`config.mk`:
```
export PLATFORM = sky130hd
export DESIGN_NAME = tap_controller_flat
export DESIGN_NICKNAME = d
export VERILOG_FILES = /design/src/rtl/tap_controller_if.sv /design/src/rtl/tap_controller.sv /design/src/flat_wrapper.sv
export SDC_FILE = /design/constraint.sdc
export NUM_CORES = 1
export LEC_CHECK = 0
export ABC_AREA = 1
export CAP_MARGIN = 10
export CORE_UTILIZATION = 51
export CTS_CLUSTER_SIZE = 20
export DETAILED_ROUTE_END_ITERATION = 10
export PLACE_DENSITY = 0.74
export SLEW_MARGIN = 20
export SYNTH_ARGS = -nofsm -noshare
export SYNTH_HDL_FRONTEND = slang
export SYNTH_SLANG_ARGS = --single-unit
```
`constraint.sdc`:
```
create_clock -name TCK -period 2 [get_ports TCK]
set_input_delay 0.5 -clock TCK [delete_from_list [all_inputs] [get_ports TCK]]
set_output_delay 0.5 -clock TCK [all_outputs]
set_load 0.03 [all_outputs]
```
`src/rtl/tap_controller_if.sv`:
```
// Pin-level bundle between the JTAG pins / scan chains and tap_controller.
// The controller uses the slave modport; whatever drives the pins uses master.
interface tap_controller_if;
   logic       TMS;
   logic       TDI;
   logic       BSR_SO;
   logic       SCAN_SO;
   logic       TDO;
   logic       TDO_EN;
   logic [3:0] TAP_STATE;
   logic       CAPTURE_DR;
   logic       SHIFT_DR;
   logic       UPDATE_DR;
   logic       BSR_SEL;
   logic       SCAN_SEL;
   logic       EXTEST_MODE;

   modport slave (
      input  TMS, TDI, BSR_SO, SCAN_SO,
      output TDO, TDO_EN, TAP_STATE, CAPTURE_DR, SHIFT_DR, UPDATE_DR,
             BSR_SEL, SCAN_SEL, EXTEST_MODE
   );

   modport master (
      output TMS, TDI, BSR_SO, SCAN_SO,
      input  TDO, TDO_EN, TAP_STATE, CAPTURE_DR, SHIFT_DR, UPDATE_DR,
             BSR_SEL, SCAN_SEL, EXTEST_MODE
   );
endinterface

```
`src/rtl/tap_controller.sv`:
```
// IEEE 1149.1 TAP controller with instruction register, bypass register and TDO mux.
// Define TAP_IDCODE_EN to add the 32-bit IDCODE register and make IDCODE the reset instruction.
module tap_controller #(
   parameter int unsigned       IR_W       = 4,
   parameter logic [31:0]       IDCODE_VAL = 32'h1000_0A6F,
   parameter logic [IR_W-1:0]   IR_CAPTURE = IR_W'(4'b0101)
) (
   input logic               TCK,
   input logic               TRSTN,
   tap_controller_if.slave   bus
);

   typedef enum logic [3:0] {
      TLR      = 4'hF, RTI      = 4'hC, SEL_DR   = 4'h7, CAP_DR   = 4'h6,
      SH_DR    = 4'h2, EX1_DR   = 4'h1, PAUSE_DR = 4'h3, EX2_DR   = 4'h0,
      UPD_DR   = 4'h5, SEL_IR   = 4'h4, CAP_IR   = 4'hE, SH_IR    = 4'hA,
      EX1_IR   = 4'h9, PAUSE_IR = 4'hB, EX2_IR   = 4'h8, UPD_IR   = 4'hD
   } tap_state_e;

   localparam logic [IR_W-1:0] OP_EXTEST = IR_W'(4'b0000);
   localparam logic [IR_W-1:0] OP_SAMPLE = IR_W'(4'b0001);
   localparam logic [IR_W-1:0] OP_SCANCH = IR_W'(4'b1101);
   localparam logic [IR_W-1:0] OP_BYPASS = {IR_W{1'b1}};
`ifdef TAP_IDCODE_EN
   localparam logic [IR_W-1:0] OP_IDCODE   = IR_W'(4'b0010);
   localparam logic [IR_W-1:0] RESET_INSTR = OP_IDCODE;
`else
   localparam logic [IR_W-1:0] RESET_INSTR = OP_BYPASS;
`endif

   if (IDCODE_VAL[0] != 1'b1 || IR_CAPTURE[1:0] != 2'b01) begin : g_param_check
      $error("tap_controller: IDCODE_VAL[0] must be 1 and IR_CAPTURE[1:0] must be 01");
   end

   tap_state_e      state_q, state_d;
   logic [IR_W-1:0] ir_q, ir_d, ir_sh_q;
   logic            bypass_q, bypass_so, dr_so;
   logic            capture_dr_q, shift_dr_q, update_dr_q;
   logic            bsr_sel_q, scan_sel_q, extest_q;
   logic            tdo_q, tdo_en_q;

   always_comb begin
      state_d = state_q;
      case (state_q)
         TLR:      state_d = bus.TMS ? TLR      : RTI;
         RTI:      state_d = bus.TMS ? SEL_DR   : RTI;
         SEL_DR:   state_d = bus.TMS ? SEL_IR   : CAP_DR;
         CAP_DR:   state_d = bus.TMS ? EX1_DR   : SH_DR;
         SH_DR:    state_d = bus.TMS ? EX1_DR   : SH_DR;
         EX1_DR:   state_d = bus.TMS ? UPD_DR   : PAUSE_DR;
         PAUSE_DR: state_d = bus.TMS ? EX2_DR   : PAUSE_DR;
         EX2_DR:   state_d = bus.TMS ? UPD_DR   : SH_DR;
         UPD_DR:   state_d = bus.TMS ? SEL_DR   : RTI;
         SEL_IR:   state_d = bus.TMS ? TLR      : CAP_IR;
         CAP_IR:   state_d = bus.TMS ? EX1_IR   : SH_IR;
         SH_IR:    state_d = bus.TMS ? EX1_IR   : SH_IR;
         EX1_IR:   state_d = bus.TMS ? UPD_IR   : PAUSE_IR;
         PAUSE_IR: state_d = bus.TMS ? EX2_IR   : PAUSE_IR;
         EX2_IR:   state_d = bus.TMS ? UPD_IR   : SH_IR;
         UPD_IR:   state_d = bus.TMS ? SEL_DR   : RTI;
         default:  state_d = TLR;
      endcase
   end

   // The IR is only ever written when leaving Update-IR or on entry to TLR.
   always_comb begin
      ir_d = ir_q;
      if (state_d == TLR)
         ir_d = RESET_INSTR;
      else if (state_q == UPD_IR)
         ir_d = ir_sh_q;
   end

   // Strobes and selects are registered from next-state/next-IR so they line up with TAP_STATE.
   always_ff @(posedge TCK or negedge TRSTN) begin
      if (!TRSTN) begin
         state_q      <= TLR;
         ir_q         <= RESET_INSTR;
         ir_sh_q      <= IR_CAPTURE;
         bypass_q     <= 1'b0;
         capture_dr_q <= 1'b0;
         shift_dr_q   <= 1'b0;
         update_dr_q  <= 1'b0;
         bsr_sel_q    <= 1'b0;
         scan_sel_q   <= 1'b0;
         extest_q     <= 1'b0;
      end else begin
         state_q      <= state_d;
         ir_q         <= ir_d;
         capture_dr_q <= (state_d == CAP_DR);
         shift_dr_q   <= (state_d == SH_DR);
         update_dr_q  <= (state_d == UPD_DR);
         bsr_sel_q    <= (ir_d == OP_EXTEST) || (ir_d == OP_SAMPLE);
         scan_sel_q   <= (ir_d == OP_SCANCH);
         extest_q     <= (ir_d == OP_EXTEST);
         case (state_q)
            CAP_IR:  ir_sh_q <= IR_CAPTURE;
            SH_IR:   ir_sh_q <= {bus.TDI, ir_sh_q[IR_W-1:1]};
            default: ;
         endcase
         if (state_q == CAP_DR)
            bypass_q <= 1'b0;
         else if (state_q == SH_DR)
            bypass_q <= bus.TDI;
      end
   end

`ifdef TAP_IDCODE_EN
   logic [31:0] idcode_q;

   always_ff @(posedge TCK or negedge TRSTN) begin
      if (!TRSTN)
         idcode_q <= IDCODE_VAL;
      else if (state_q == CAP_DR)
         idcode_q <= IDCODE_VAL;
      else if (state_q == SH_DR)
         idcode_q <= {bus.TDI, idcode_q[31:1]};
   end

   assign bypass_so = (ir_q == OP_IDCODE) ? idcode_q[0] : bypass_q;
`else
   assign bypass_so = bypass_q;
`endif

   always_comb begin
      dr_so = bypass_so;
      if (bsr_sel_q)
         dr_so = bus.BSR_SO;
      else if (scan_sel_q)
         dr_so = bus.SCAN_SO;
   end

   // TDO changes on the falling edge so the far end can sample it on the next rising edge.
   always_ff @(negedge TCK or negedge TRSTN) begin
      if (!TRSTN) begin
         tdo_q    <= 1'b0;
         tdo_en_q <= 1'b0;
      end else if (state_q == SH_IR) begin
         tdo_q    <= ir_sh_q[0];
         tdo_en_q <= 1'b1;
      end else if (state_q == SH_DR) begin
         tdo_q    <= dr_so;
         tdo_en_q <= 1'b1;
      end else begin
         tdo_en_q <= 1'b0;
      end
   end

   assign bus.TDO         = tdo_q;
   assign bus.TDO_EN      = tdo_en_q;
   assign bus.TAP_STATE   = state_q;
   assign bus.CAPTURE_DR  = capture_dr_q;
   assign bus.SHIFT_DR    = shift_dr_q;
   assign bus.UPDATE_DR   = update_dr_q;
   assign bus.BSR_SEL     = bsr_sel_q;
   assign bus.SCAN_SEL    = scan_sel_q;
   assign bus.EXTEST_MODE = extest_q;

endmodule

```
`src/flat_wrapper.sv`:
```
// flat-port wrapper written by rule: the top's interface ports become plain ports
module tap_controller_flat 
#(
   parameter int unsigned       IR_W       = 4,
   parameter logic [31:0]       IDCODE_VAL = 32'h1000_0A6F,
   parameter logic [IR_W-1:0]   IR_CAPTURE = IR_W'(4'b0101)
)
  (TCK, TRSTN, bus_TMS, bus_TDI, bus_BSR_SO, bus_SCAN_SO, bus_TDO, bus_TDO_EN, bus_TAP_STATE, bus_CAPTURE_DR, bus_SHIFT_DR, bus_UPDATE_DR, bus_BSR_SEL, bus_SCAN_SEL, bus_EXTEST_MODE);
  tap_controller_if bus_i ();
  input logic TCK;
  input logic TRSTN;
  input wire logic [$bits(bus_i.TMS)-1:0] bus_TMS;
  input wire logic [$bits(bus_i.TDI)-1:0] bus_TDI;
  input wire logic [$bits(bus_i.BSR_SO)-1:0] bus_BSR_SO;
  input wire logic [$bits(bus_i.SCAN_SO)-1:0] bus_SCAN_SO;
  output wire logic [$bits(bus_i.TDO)-1:0] bus_TDO;
  output wire logic [$bits(bus_i.TDO_EN)-1:0] bus_TDO_EN;
  output wire logic [$bits(bus_i.TAP_STATE)-1:0] bus_TAP_STATE;
  output wire logic [$bits(bus_i.CAPTURE_DR)-1:0] bus_CAPTURE_DR;
  output wire logic [$bits(bus_i.SHIFT_DR)-1:0] bus_SHIFT_DR;
  output wire logic [$bits(bus_i.UPDATE_DR)-1:0] bus_UPDATE_DR;
  output wire logic [$bits(bus_i.BSR_SEL)-1:0] bus_BSR_SEL;
  output wire logic [$bits(bus_i.SCAN_SEL)-1:0] bus_SCAN_SEL;
  output wire logic [$bits(bus_i.EXTEST_MODE)-1:0] bus_EXTEST_MODE;
  assign bus_i.TMS = bus_TMS;
  assign bus_i.TDI = bus_TDI;
  assign bus_i.BSR_SO = bus_BSR_SO;
  assign bus_i.SCAN_SO = bus_SCAN_SO;
  assign bus_TDO = bus_i.TDO;
  assign bus_TDO_EN = bus_i.TDO_EN;
  assign bus_TAP_STATE = bus_i.TAP_STATE;
  assign bus_CAPTURE_DR = bus_i.CAPTURE_DR;
  assign bus_SHIFT_DR = bus_i.SHIFT_DR;
  assign bus_UPDATE_DR = bus_i.UPDATE_DR;
  assign bus_BSR_SEL = bus_i.BSR_SEL;
  assign bus_SCAN_SEL = bus_i.SCAN_SEL;
  assign bus_EXTEST_MODE = bus_i.EXTEST_MODE;
  tap_controller #(.IR_W(IR_W), .IDCODE_VAL(IDCODE_VAL), .IR_CAPTURE(IR_CAPTURE)) u_core (.TCK(TCK), .TRSTN(TRSTN), .bus(bus_i));
endmodule
```
Yosys cells after proc, flatten, opt, wreduce, memory -nomap -nowiden
Cells that the tools add are included.
- register bits after elaboration: 21
- input bits: 6
- output and inout bits: 12
- word-level logic and storage cells: 66
- equal/unequal tests: 21
- multiplexer cells: 24
- reductions and logical operators: 9
- operator list (operator ; number):
    $pmux 4 s12 ; 1
    $eq 4x4->1 const B ; 10
    $eq 4x3->1 const B ; 6
    $eq 4x2->1 const B ; 3
    $mux 2 ; 6
    $mux 3 ; 4
    $mux 4 ; 3
    $mux 1 ; 9
    $eq 4x1->1 const B ; 2
    $logic_not 4->1 ; 2
    $pmux 4 s2 ; 1
    $reduce_bool 2->1 ; 3
    $reduce_or 2->1 ; 2
    $reduce_or 3->1 ; 1
    $logic_or 1x1->1 ; 1

Logic depth before layout (Yosys ltp)
- depth in word-level cells: 7
- depth in mapped cells: 12
- gate-level depth less buffers: 11

==> results.cfg <==
[cts]
cts_buffer_depth = 2
cts_setup_buffers = 0
htree_levels = 1
cts_root_buf = clkbuf_4
cts_buffers = 3
clock_latency_ns = 0.30
cts_tree = yes
hold_buffers = 0
clk_pin_slew_ns = 0.11
cts.sinks = 21

[setup_path]
cpPeakStageDelay_ns = 0.44
cp.arrival_ns = 1.87
crit_required_ns = 1.50
crit_type = register to output pin
end_kind = output pin
crit_family = flip-flops
crit_buf_inv = 1
cpMaxStageDelayCell = dfrtn_1
path_max_fanout = 2
crit_chain = buf_6
start_kind = register

[outcome]
status = complete, but fails checks
violations = negative setup slack

[floorplanning]
start_util_pct = 55.0
fp.dieW_microns = 48.5
dieArea_sq_um = 2350
ios = 18
die_h_microns = 48.5
core_sq_um = 2000
num_rows = 16

[grt]
antenna_found_initial = 0
grt_overflow = 0
grt_max_degree = 19
grt.total_usage_pct = 22.7
grt_pass1_wl_mm = 4.08
grt_pass1_vias = 934

[sta]
fin_worst_skew_ns = 0.00602
worst_slew_pin_slew_ns = 0.309
fin_tns_setup_ns = -0.784
layout_setup_ws_ns = -0.368
report.final.slew_viol_count = 0
whs_ns = 0.379
setup_violations = 3
hold_violations = 0
slew_headroom_pct = 79.2
rsz0062_at_grt = true

[power_and_ir_drop]
power_mw = 2.56
power.leakage_nw = 0.741
power_density_nw_per_um2 = 1790
vdd.ir_drop.worst_mv = 1.03

[route]
viasPerCell = 4.89
ant_nets = 0
drt-pass1-iter-count = 4
wl_mm = 2.23
num_vias = 909
drtIter0Drc = 23
detail_route.drc_violations = 0
avgRoutedWirePerCell_microns = 12.0

[synth]
synth_cell_types = 29
synth_area_leaders = dfstp_2 24%, dfrtp_1 20%, nand2_1 9.2%
ys_warn_count = 0
synth.top_cell.area_share_pct = 23.9
syn_nets = 133
syn_inst = 127
syn_avg_cell_area_sq_um = 8.67
netlist_area_sq_um = 1100
synth_seq_area_share_pct = 48.9
synth-seq-cells = 21
yosys.area.top_type = dfstp_2

[layout]
final_core_util_pct = 71.4
stdcell_area_sq_um = 1430
drive_gt1_share_pct = 37.1
final_cell_mix = 26 x nand2_1, 17 x inv_1, 13 x buf_4
layout_commonest_cell = nand2_1
instances_no_fill = 186
antennaDiodeCount = 0
fin_nets = 166
areaGrowthSynthToFinish_pct = 29.9

[placed_design]
gp_congestion = 0.886
dp_slack_ns = -0.386
portBuffers = 17
dpl.hpwl_mm = 1.68
place_area_sq_um = 1390
placed_cells = 182

[flow_run]
cap_violations = 0

[min_path]
hp-class = primary input to async pin
==> repair_timing <==
action                                  4_1_cts  5_1_grt
hold endpoints to repair                      0        0
resized for setup                             9        2
pin swaps                                     0        0
endpoints found under the setup margin        7        5
==> cell type report <==
cell class                 count  area [sq um]
fill                         165           572
timing repair buffer          30           267
tap                           27          33.8
sequential                    21           538
multi-input combinational     81           478
inverter                      23          87.6
clock buffer                   4          26.3
==> per-layer routing <==
| layer | part of all wire, % | global-route usage [%] | vias to the layer above |
|---|---|---|---|
| met2 | 51 | 39.4 | 35 |
| met3 | 6.2 | 5.35 | 0 |
| li1 | - | - | 457 |
| met1 | 43 | 30.3 | 417 |
| met5 | 0 | 0 | - |
| met4 | 0 | 1.47 | 0 |
==> report_power, final <==
group	internal (mW)	leakage, nW	switching (mW)
clock	0.0777	0.0150	0.120
combinational	0.604	0.475	0.974
sequential	0.678	0.251	0.102
total	1.36	0.741	1.20
==> synthesized netlist by cell type <==
master / n
clkinv_2: 1
nand2_2: 5
a21oi_1: 3
o21a_2: 1
inv_1: 18
dfstp_2: 10
inv_2: 4
buf_2: 1
o211ai_1: 1
nor3_1: 1
dfrtn_1: 2
nand2_4: 3
buf_6: 1
mux2i_1: 1
o31ai_1: 1
o21bai_4: 1
nand3_2: 2
nor2_2: 7
nor2_4: 2
a2bb2oi_1: 1
nor3b_2: 1
nand3_1: 6
nor2_1: 9
o21ai_1: 1
o22ai_1: 2
o21ai_0: 5
and2_1: 1
nand2_1: 27
dfrtp_1: 9
==> final timing paths <==
path	from	depth (start not counted)	slack, ns	to
worst max register to register	u_core.bus.TAP_STATE[0]$_DFF_PN1_	5	-0.08	u_core.bus.TDO$_DFFE_NN0P_
worst min-delay path	TRSTN	1	0.38	u_core.bus.CAPTURE_DR$_DFF_PN0_
min in group TCK	u_core.ir_sh_q[0]$_DFFE_PN1N_	2	0.52	u_core.ir_sh_q[0]$_DFFE_PN1N_
worst max-delay path	u_core.bus.TDO$_DFFE_NN0P_	1	-0.37	bus_TDO
worst min register to register	u_core.ir_sh_q[0]$_DFFE_PN1N_	2	0.52	u_core.ir_sh_q[0]$_DFFE_PN1N_
max in group asynchronous	TRSTN	1	0.54	u_core.bus.TDO$_DFFE_NN0P_
==> flip-flops by register name (all words and copies together) (netlist names) <==
name	count
u_core.bus.CAPTURE_DR	1
u_core.bus.UPDATE_DR	1
u_core.bypass_q	1
u_core.bus.EXTEST_MODE	1
u_core.bus.SCAN_SEL	1
u_core.ir_sh_q	4
u_core.ir_q	4
u_core.bus.TDO	1
u_core.bus.TDO_EN	1
u_core.bus.TAP_STATE	4
u_core.bus.BSR_SEL	1
u_core.bus.SHIFT_DR	1
==> cell families (layout without fill, tap and decap cells) <==
family | count (synthesis) | after routing | synth area share [%]
AOI/OAI and AO/OA | 16 | 16 | 9.89
buffers and inverters | 25 | 57 | 9.43
and+or+nand+nor | 64 | 64 | 30.9
muxes | 1 | 1 | 0.909
DFF | 21 | 21 | 48.9
Note: power is estimated with default switching activity, not from simulation.
